--- config.mk ---
export PLATFORM = sky130hd
export DESIGN_NAME = muldiv_unit
export DESIGN_NICKNAME = d
export VERILOG_FILES = /design/src/rtl/muldiv_unit.sv
export SDC_FILE = /design/constraint.sdc
export NUM_CORES = 1
export LEC_CHECK = 0
export ABC_AREA = 0
export CORE_ASPECT_RATIO = 1.25
export CORE_UTILIZATION = 57
export CTS_CLUSTER_SIZE = 30
export DETAILED_ROUTE_END_ITERATION = 8
export PLACE_DENSITY = 0.81
export SLEW_MARGIN = 10
export SYNTH_ARGS = -nofsm -noshare
export SYNTH_HDL_FRONTEND = slang
export SYNTH_SLANG_ARGS = --single-unit
--- constraint.sdc ---
create_clock -name clk -period 10.5 [get_ports clk]
set_input_delay 1.575 -clock clk [delete_from_list [all_inputs] [get_ports clk]]
set_output_delay 1.575 -clock clk [all_outputs]
set_load 0.05 [all_outputs]
--- src/rtl/muldiv_unit.sv ---
// muldiv_unit: iterative multiply/divide unit that owns the HI/LO registers.
// Operands are converted to magnitudes at issue. One bit is processed per cycle
// (shift-add for multiply, restoring division for divide). Sign fixups are
// applied in a final cycle that also writes HI/LO.
module muldiv_unit #(
   parameter int WIDTH = 32
) (
   input  logic             clk,
   input  logic             rst,
   input  logic             start,
   input  logic [1:0]       op,
   input  logic [WIDTH-1:0] src_a,
   input  logic [WIDTH-1:0] src_b,
   input  logic             hi_we,
   input  logic             lo_we,
   input  logic [WIDTH-1:0] wdata,
   output logic             busy,
   output logic             done,
   output logic             div_by_zero,
   output logic [WIDTH-1:0] hi,
   output logic [WIDTH-1:0] lo
);

   localparam int            CW   = $clog2(WIDTH + 1);
   localparam logic [CW-1:0] LAST = CW'(WIDTH - 1);

   typedef enum logic [1:0] {
      S_IDLE = 2'd0,
      S_CALC = 2'd1,
      S_SIGN = 2'd2
   } state_t;

   state_t state_q, state_d;

   // Operation context captured at issue
   logic             is_div_q;
   logic             div0_q;
   logic             sign_a_q;
   logic             sign_b_q;
   logic [WIDTH-1:0] opnd_q;     // multiplicand (MUL) or divisor (DIV)
   logic [2*WIDTH-1:0] acc_q;    // {upper product | remainder, multiplier | quotient}
   logic [CW-1:0]    count_q;

   // Architectural registers and status
   logic [WIDTH-1:0] hi_q, lo_q;
   logic             done_q, dbz_q;

   // Issue-time operand preparation
   logic             op_signed;
   logic             sign_a_in, sign_b_in;
   logic [WIDTH-1:0] mag_a, mag_b;

   // Per-cycle step
   logic [WIDTH-1:0]   mul_add;
   logic [WIDTH:0]     mul_sum;
   logic [WIDTH:0]     div_trial;
   logic               div_ge;
   logic [WIDTH-1:0]   div_rem;
   logic [2*WIDTH-1:0] acc_step;

   // Sign fixups
   logic [2*WIDTH-1:0] prod_fix;
   logic [WIDTH-1:0]   quot_fix, rem_fix;
   logic [WIDTH-1:0]   res_hi, res_lo;

   // State register
   always_ff @(posedge clk or posedge rst) begin
      // NOTE: sequential state uses non-blocking assignments so every register
      // samples pre-edge values, regardless of statement order.
      if (rst) state_q <= S_IDLE;
      else     state_q <= state_d;
   end

   // Next-state logic: IDLE -> CALC (WIDTH cycles) -> SIGN -> IDLE
   always_comb begin
      // NOTE: a default assignment first keeps every path driven, so no latch is inferred.
      state_d = state_q;
      unique case (state_q)
         S_IDLE:  if (start) state_d = S_CALC;
         S_CALC:  if (count_q == LAST) state_d = S_SIGN;
         S_SIGN:  state_d = S_IDLE;
         default: state_d = S_IDLE;
      endcase
   end

   // FSM outputs: busy is decoded from the state register only
   always_comb begin
      busy = (state_q != S_IDLE);
   end

   // Operand magnitudes and signs; unsigned ops pass through unchanged
   always_comb begin
      op_signed = ~op[0];
      sign_a_in = op_signed & src_a[WIDTH-1];
      sign_b_in = op_signed & src_b[WIDTH-1];
      mag_a     = sign_a_in ? -src_a : src_a;
      mag_b     = sign_b_in ? -src_b : src_b;
   end

   // One iteration: shift-add multiply or restoring-division step
   always_comb begin
      mul_add   = acc_q[0] ? opnd_q : '0;
      mul_sum   = {1'b0, acc_q[2*WIDTH-1:WIDTH]} + {1'b0, mul_add};
      div_trial = {acc_q[2*WIDTH-1:WIDTH], acc_q[WIDTH-1]};
      div_ge    = (div_trial >= {1'b0, opnd_q});
      // The trial is below twice the divisor, so a WIDTH-bit difference is exact
      div_rem   = div_ge ? (div_trial[WIDTH-1:0] - opnd_q) : div_trial[WIDTH-1:0];
      if (is_div_q) acc_step = {div_rem, acc_q[WIDTH-2:0], div_ge};
      else          acc_step = {mul_sum, acc_q[WIDTH-1:1]};
   end

   // Sign fixups and final HI/LO selection
   always_comb begin
      prod_fix = (sign_a_q ^ sign_b_q) ? -acc_q : acc_q;
      quot_fix = (sign_a_q ^ sign_b_q) ? -acc_q[WIDTH-1:0] : acc_q[WIDTH-1:0];
      // Remainder follows the dividend; with a zero divisor it equals src_a
      rem_fix  = sign_a_q ? -acc_q[2*WIDTH-1:WIDTH] : acc_q[2*WIDTH-1:WIDTH];
      if (is_div_q) begin
         res_hi = rem_fix;
         res_lo = div0_q ? '1 : quot_fix;
      end else begin
         res_hi = prod_fix[2*WIDTH-1:WIDTH];
         res_lo = prod_fix[WIDTH-1:0];
      end
   end

   // Datapath: issue capture, iteration, result write-back and MTHI/MTLO
   always_ff @(posedge clk or posedge rst) begin
      if (rst) begin
         is_div_q <= 1'b0;
         div0_q   <= 1'b0;
         sign_a_q <= 1'b0;
         sign_b_q <= 1'b0;
         opnd_q   <= '0;
         acc_q    <= '0;
         count_q  <= '0;
         hi_q     <= '0;
         lo_q     <= '0;
         done_q   <= 1'b0;
         dbz_q    <= 1'b0;
      end else begin
         done_q <= 1'b0;
         unique case (state_q)
            S_IDLE: begin
               if (start) begin
                  is_div_q <= op[1];
                  div0_q   <= op[1] & (src_b == '0);
                  sign_a_q <= sign_a_in;
                  sign_b_q <= sign_b_in;
                  opnd_q   <= op[1] ? mag_b : mag_a;
                  acc_q    <= {{WIDTH{1'b0}}, (op[1] ? mag_a : mag_b)};
                  count_q  <= '0;
               end else begin
                  if (hi_we) hi_q <= wdata;
                  if (lo_we) lo_q <= wdata;
               end
            end
            S_CALC: begin
               acc_q   <= acc_step;
               count_q <= count_q + CW'(1);
            end
            S_SIGN: begin
               hi_q   <= res_hi;
               lo_q   <= res_lo;
               done_q <= 1'b1;
               dbz_q  <= div0_q;
            end
            default: ;
         endcase
      end
   end

   assign hi          = hi_q;
   assign lo          = lo_q;
   assign done        = done_q;
   assign div_by_zero = dbz_q;

endmodule

Word level (Yosys, flattened, before mapping)
Cells that the tools add are included.
Cells by class
  add/subtract/negate cells: 8
  order comparisons: 1
  eq/ne operators: 8
  multiplexer cells: 27
  bitwise operators: 5
  reductions and logical operators: 10
Operator list (count)
  $mux 32: 15
  $mux 64: 3
  $neg 32->32: 4
  $pmux 32 s2: 2
  $pmux 64 s2: 1
  $neg 64->64: 1
  $add 32x32->33: 1
  $ge 33x32->1: 1
  $logic_not 32->1: 1
  $sub 32x32->32: 1
  $pmux 6 s2: 1
  $ne 2x2->1 const B: 5
  $add 6x1->6 const B: 1
  $eq 6x5->1 const B: 1
  $mux 6: 1
  $reduce_and 2->1: 3
  $reduce_and 3->1: 2
  $reduce_bool 2->1: 3
  $mux 2: 2
  $pmux 2 s2: 1
  $and 1x1->1: 3
  $eq 2x1->1 const B: 1
  $eq 2x2->1 const B: 1
  $logic_not 2->1: 1
  other kinds (3): 3
Word-level totals
  register bits after elaboration: 174
  input port bits: 103
  output and inout port bits: 67
  word-level logic and storage cells: 71

Logic depth before layout (Yosys ltp)
  depth after elaboration: 6
  depth in mapped cells: 15
  mapped depth without buffers: 14

Least setup slack after synthesis
Ideal clock, no wire load.
  path kind: input-to-reg
  from: in src_a[11]
  to: reg acc_q[29]
  library setup time: 0.137 ns
  data arrival time: 3.739 ns
  required time: 10.363 ns
  setup slack: 6.624 ns
  cell stages on the path: 10
  buffers on the path: 0
  path through: nor4_4 -> nand3_1 -> or2_1 -> or4_4 -> or2_1 -> o31ai_2 -> xor2_1 -> a211oi_1 -> a211oi_1 -> a21oi_1
Between the ends
  word-level cells in the longest chain between the ends: 5
Ends and longest elaborated chain
  start: declaration: line 12  | input logic [WIDTH-1:0] src_a,
  $neg 32->32: line 96  | mag_a = sign_a_in ? -src_a : src_a;
  $mux 32: line 96
  $mux 32: line 151  | acc_q <= {{WIDTH{1'b0}}, (op[1] ? mag_a : mag_b)};
  $mux 64: line 145  | if (start) begin
  $pmux 64 s2: line 143  | unique case (state_q)
  end signal: assignment: line 151
  end signal: assignment: line 159  | acc_q <= acc_step;
  end: declaration: line 41  | logic [2*WIDTH-1:0] acc_q;
Every way passes these cells. The select of a mux whose other input is x is not followed.
A chain may end at the register's enable or synchronous reset.

Worst setup path in the final report
  from: in src_b[3]
  to: reg acc_q[29]
Between the ends
  word-level cells in the longest chain between the ends: 5
Ends and longest elaborated chain
  start: declaration: line 13  | input logic [WIDTH-1:0] src_b,
  $neg 32->32: line 97  | mag_b = sign_b_in ? -src_b : src_b;
  $mux 32: line 97
  $mux 32: line 151
  $mux 64: line 145
  $pmux 64 s2: line 143
Every way passes these cells. The select of a mux whose other input is x is not followed.

==> flow_metrics.env <==
export IMPL_ys_types=73
export IMPL_clock_path_buffers=2
export IMPL_setup_tns_ns=0
export IMPL_power_leakage_nw=7.134
export IMPL_syn_avg_cell_area_um2=7.998
export IMPL_cts_root_buffer="clkbuf_16"
export IMPL_post_drt_wl_per_cell_um=22.30
export IMPL_post_cts_buffers=0
export IMPL_port_buffer_count=169
export IMPL_slew_headroom=0.1780
export IMPL_total_power_mw=5.362
export IMPL_yosysTopAreaCellShare=0.2921
export IMPL_status="complete, no violations"
export IMPL_track_usage=0.3861
export IMPL_num_rows=65
export IMPL_post_route_util=0.6786
export IMPL_multi_input_area_um2=9920
export IMPL_insertedDiodeCount=0
export IMPL_ys_seq_elements=174
export IMPL_routabilityCongestion=0.9884
export IMPL_synth_top_cell_by_area="dfrtp_1"
export IMPL_start_util=0.5856
export IMPL_die_y_um=182.8
export IMPL_area_growth_pct=15.88
export IMPL_final_cell_mix="nand2_1 (192), o21ai_0 (182), dfrtp_1 (173), clkdlybuf4s50_1 (168), nor2_1 (160)"
export IMPL_synth_edf_count=0
export IMPL_power_density_nw_per_um2=310.4
export IMPL_startpoint_type="input port"
export IMPL_finalClockSkew_ns=0.01289
export IMPL_syn_nets=2038
export IMPL_hpwl_um=38700
export IMPL_avgViaCountPerCell=6.462
export IMPL_cts_resized=0
export IMPL_setup_violations=0
export IMPL_cp_required_ns=10.88
export IMPL_firstDrtPassIters=6
export IMPL_synthTopCellsByArea="dfrtp_1 (29%), xnor2_1 (6.4%), o21ai_0 (6.1%)"
export IMPL_max_freq_mhz=232.0
export IMPL_rsz0062_at_grt="no"
export IMPL_coreArea_um2=25460
export IMPL_path_clk_slew_ns=0.07
export IMPL_worst_setup_path_end_kind="flip-flop"
export IMPL_stdcell_area_um2=17280
export IMPL_mostFrequentLayoutCell="nand2_1"
export IMPL_grt_pass1_vias=14099
export IMPL_layout_nets=2118
export IMPL_num_io_pins=170
export IMPL_final_max_slew_violation_count=0
export IMPL_fp_dieW_um=146.7
export IMPL_synth_seq_area_share=0.2921
export IMPL_pre_cts_slack_ns=5.741
export IMPL_antenna_found_initial=0
export IMPL_peakVddDrop_mv=0.2865
export IMPL_synth_top_flop_cell="dfrtp_1"
export IMPL_setup_ws_ns=6.190
export IMPL_detail_route_iter0_violations=1286
export IMPL_grt_max_degree=101
export IMPL_place_area_um2=16710
export IMPL_cts_tree="built"
export IMPL_ys_async_sr_fraction=1.000
export IMPL_num_vias=14811
export IMPL_netlist_area_um2=14910
export IMPL_hold_viol=0
export IMPL_yosys_warnings=0
export IMPL_min_period_ns=4.310
export IMPL_finalWirelength_um=51120
export IMPL_clock_sinks=174
export IMPL_antenna_left=0
export IMPL_drc=0
export IMPL_grt_overflow=0
export IMPL_synth_cells=1864
export IMPL_cts_buffers=17
export IMPL_seq_area_um2=4355
export IMPL_worst_pin_slew_ns=1.232
export IMPL_num_fill_cells=2232
export IMPL_crit_type="in -> reg"
export IMPL_grt_first_pass_wirelength_um=79390
export IMPL_min_period_over_period=0.4105
export IMPL_clk_latency_ns=0.46
export IMPL_drv_cap=0
export IMPL_cts_max_level=4
export IMPL_ctsHoldBuffers=0
export IMPL_path_max_fanout=4
export IMPL_min_path_type="reg -> reg"
export IMPL_crit_arrival_ns=4.69
export IMPL_die_area_um2=26810
export IMPL_drive_gt1_frac=0.04599
[flip-flops by register name, indices dropped and copies added, names as in the netlist]
register     cells
count_q          6
lo              32
done             1
acc_q           64
sign_a_q         1
div0_q           1
sign_b_q         1
is_div_q         1
state_q          2
hi              32
opnd_q          32
div_by_zero      1
[where the power goes]
part           internal [mW]  leakage [nW]  switching, mW  total [mW]
Sequential             0.911          2.09          0.440        1.35
Combinational           1.39          4.78           2.00        3.39
Clock                  0.313         0.264          0.311       0.624
[logic make-up after synthesis]
logic type / after synthesis / synth area share
flops: 174 / 0.2921
buf+inv: 180 / 0.04599
simple gates: 549 / 0.1771
fa+ha+maj: 71 / 0.06060
mux: 85 / 0.05741
xor+xnor: 174 / 0.1022
compound gates: 631 / 0.2646
[layout make-up]
class / instances / area share
clock buffers: 19 / 0.02506
repair buffers: 184 / 0.1042
well taps: 335 / 0.02426
clock inverters: 13 / 0.007532
inverters: 57 / 0.01267
flip-flops and latches: 174 / 0.2521
multi-input cells: 1510 / 0.5742
[path summary, 6_finish.rpt]
| check | start | endpoint | slack, ns | cells after the start |
|---|---|---|---|---|
| worst min-delay path | lo[11] | lo[11] | 0.48 | 2 |
| worst max-delay path | src_b[3] | acc_q[29] | 6.19 | 11 |
| worst min register to register | lo[11] | lo[11] | 0.48 | 2 |
| min in group asynchronous | rst | count_q[4] | 1.72 | 2 |
| worst max register to register | acc_q[31] | acc_q[46] | 6.36 | 13 |
| max in group asynchronous | rst | is_div_q | 7.09 | 3 |
[critical path, cell delays in order]
cell and delay, ns:
clkdlybuf4s50_1 0.45, or3_1 0.43, or4_1 0.52, nor3_1 0.42
nand3_1 0.25, o31ai_1 0.32, xnor2_1 0.17, nor2_1 0.07
a211oi_1 0.26, a211oi_1 0.08, a21oi_1 0.14
[routing by layer]
layer / global-route usage / wire, um / up-vias
li1: - / - / 6908
met1: 0.4829 / 20030 / 7047
met2: 0.6445 / 24510 / 717
met3: 0.05075 / 3611 / 139
met4: 0.2138 / 2973 / 0
met5: 0 / 0 / -
[cell usage after synthesis (49+ instances only)]
cell and number:
mux2i_1 81, nor2_1 162, a21oi_1 144, a211oi_1 49
xor2_1 65, dfrtp_1 174, o21ai_0 182, xnor2_1 109
nand2_1 193, ha_1 69, inv_1 56, clkbuf_1 94
[per-stage QoR]
stage | cells | hold WS (ns)
final | 2292 | 0.4817
after global routing | 2292 | 0.5170
after CTS | 2292 | 0.4858
after detailed placement | 2260 | 0.4699
after global placement | 2260 | 0.4616
after floorplan | 1864 | 0.4493
No activity file was read; power rests on OpenSTA's default activity.
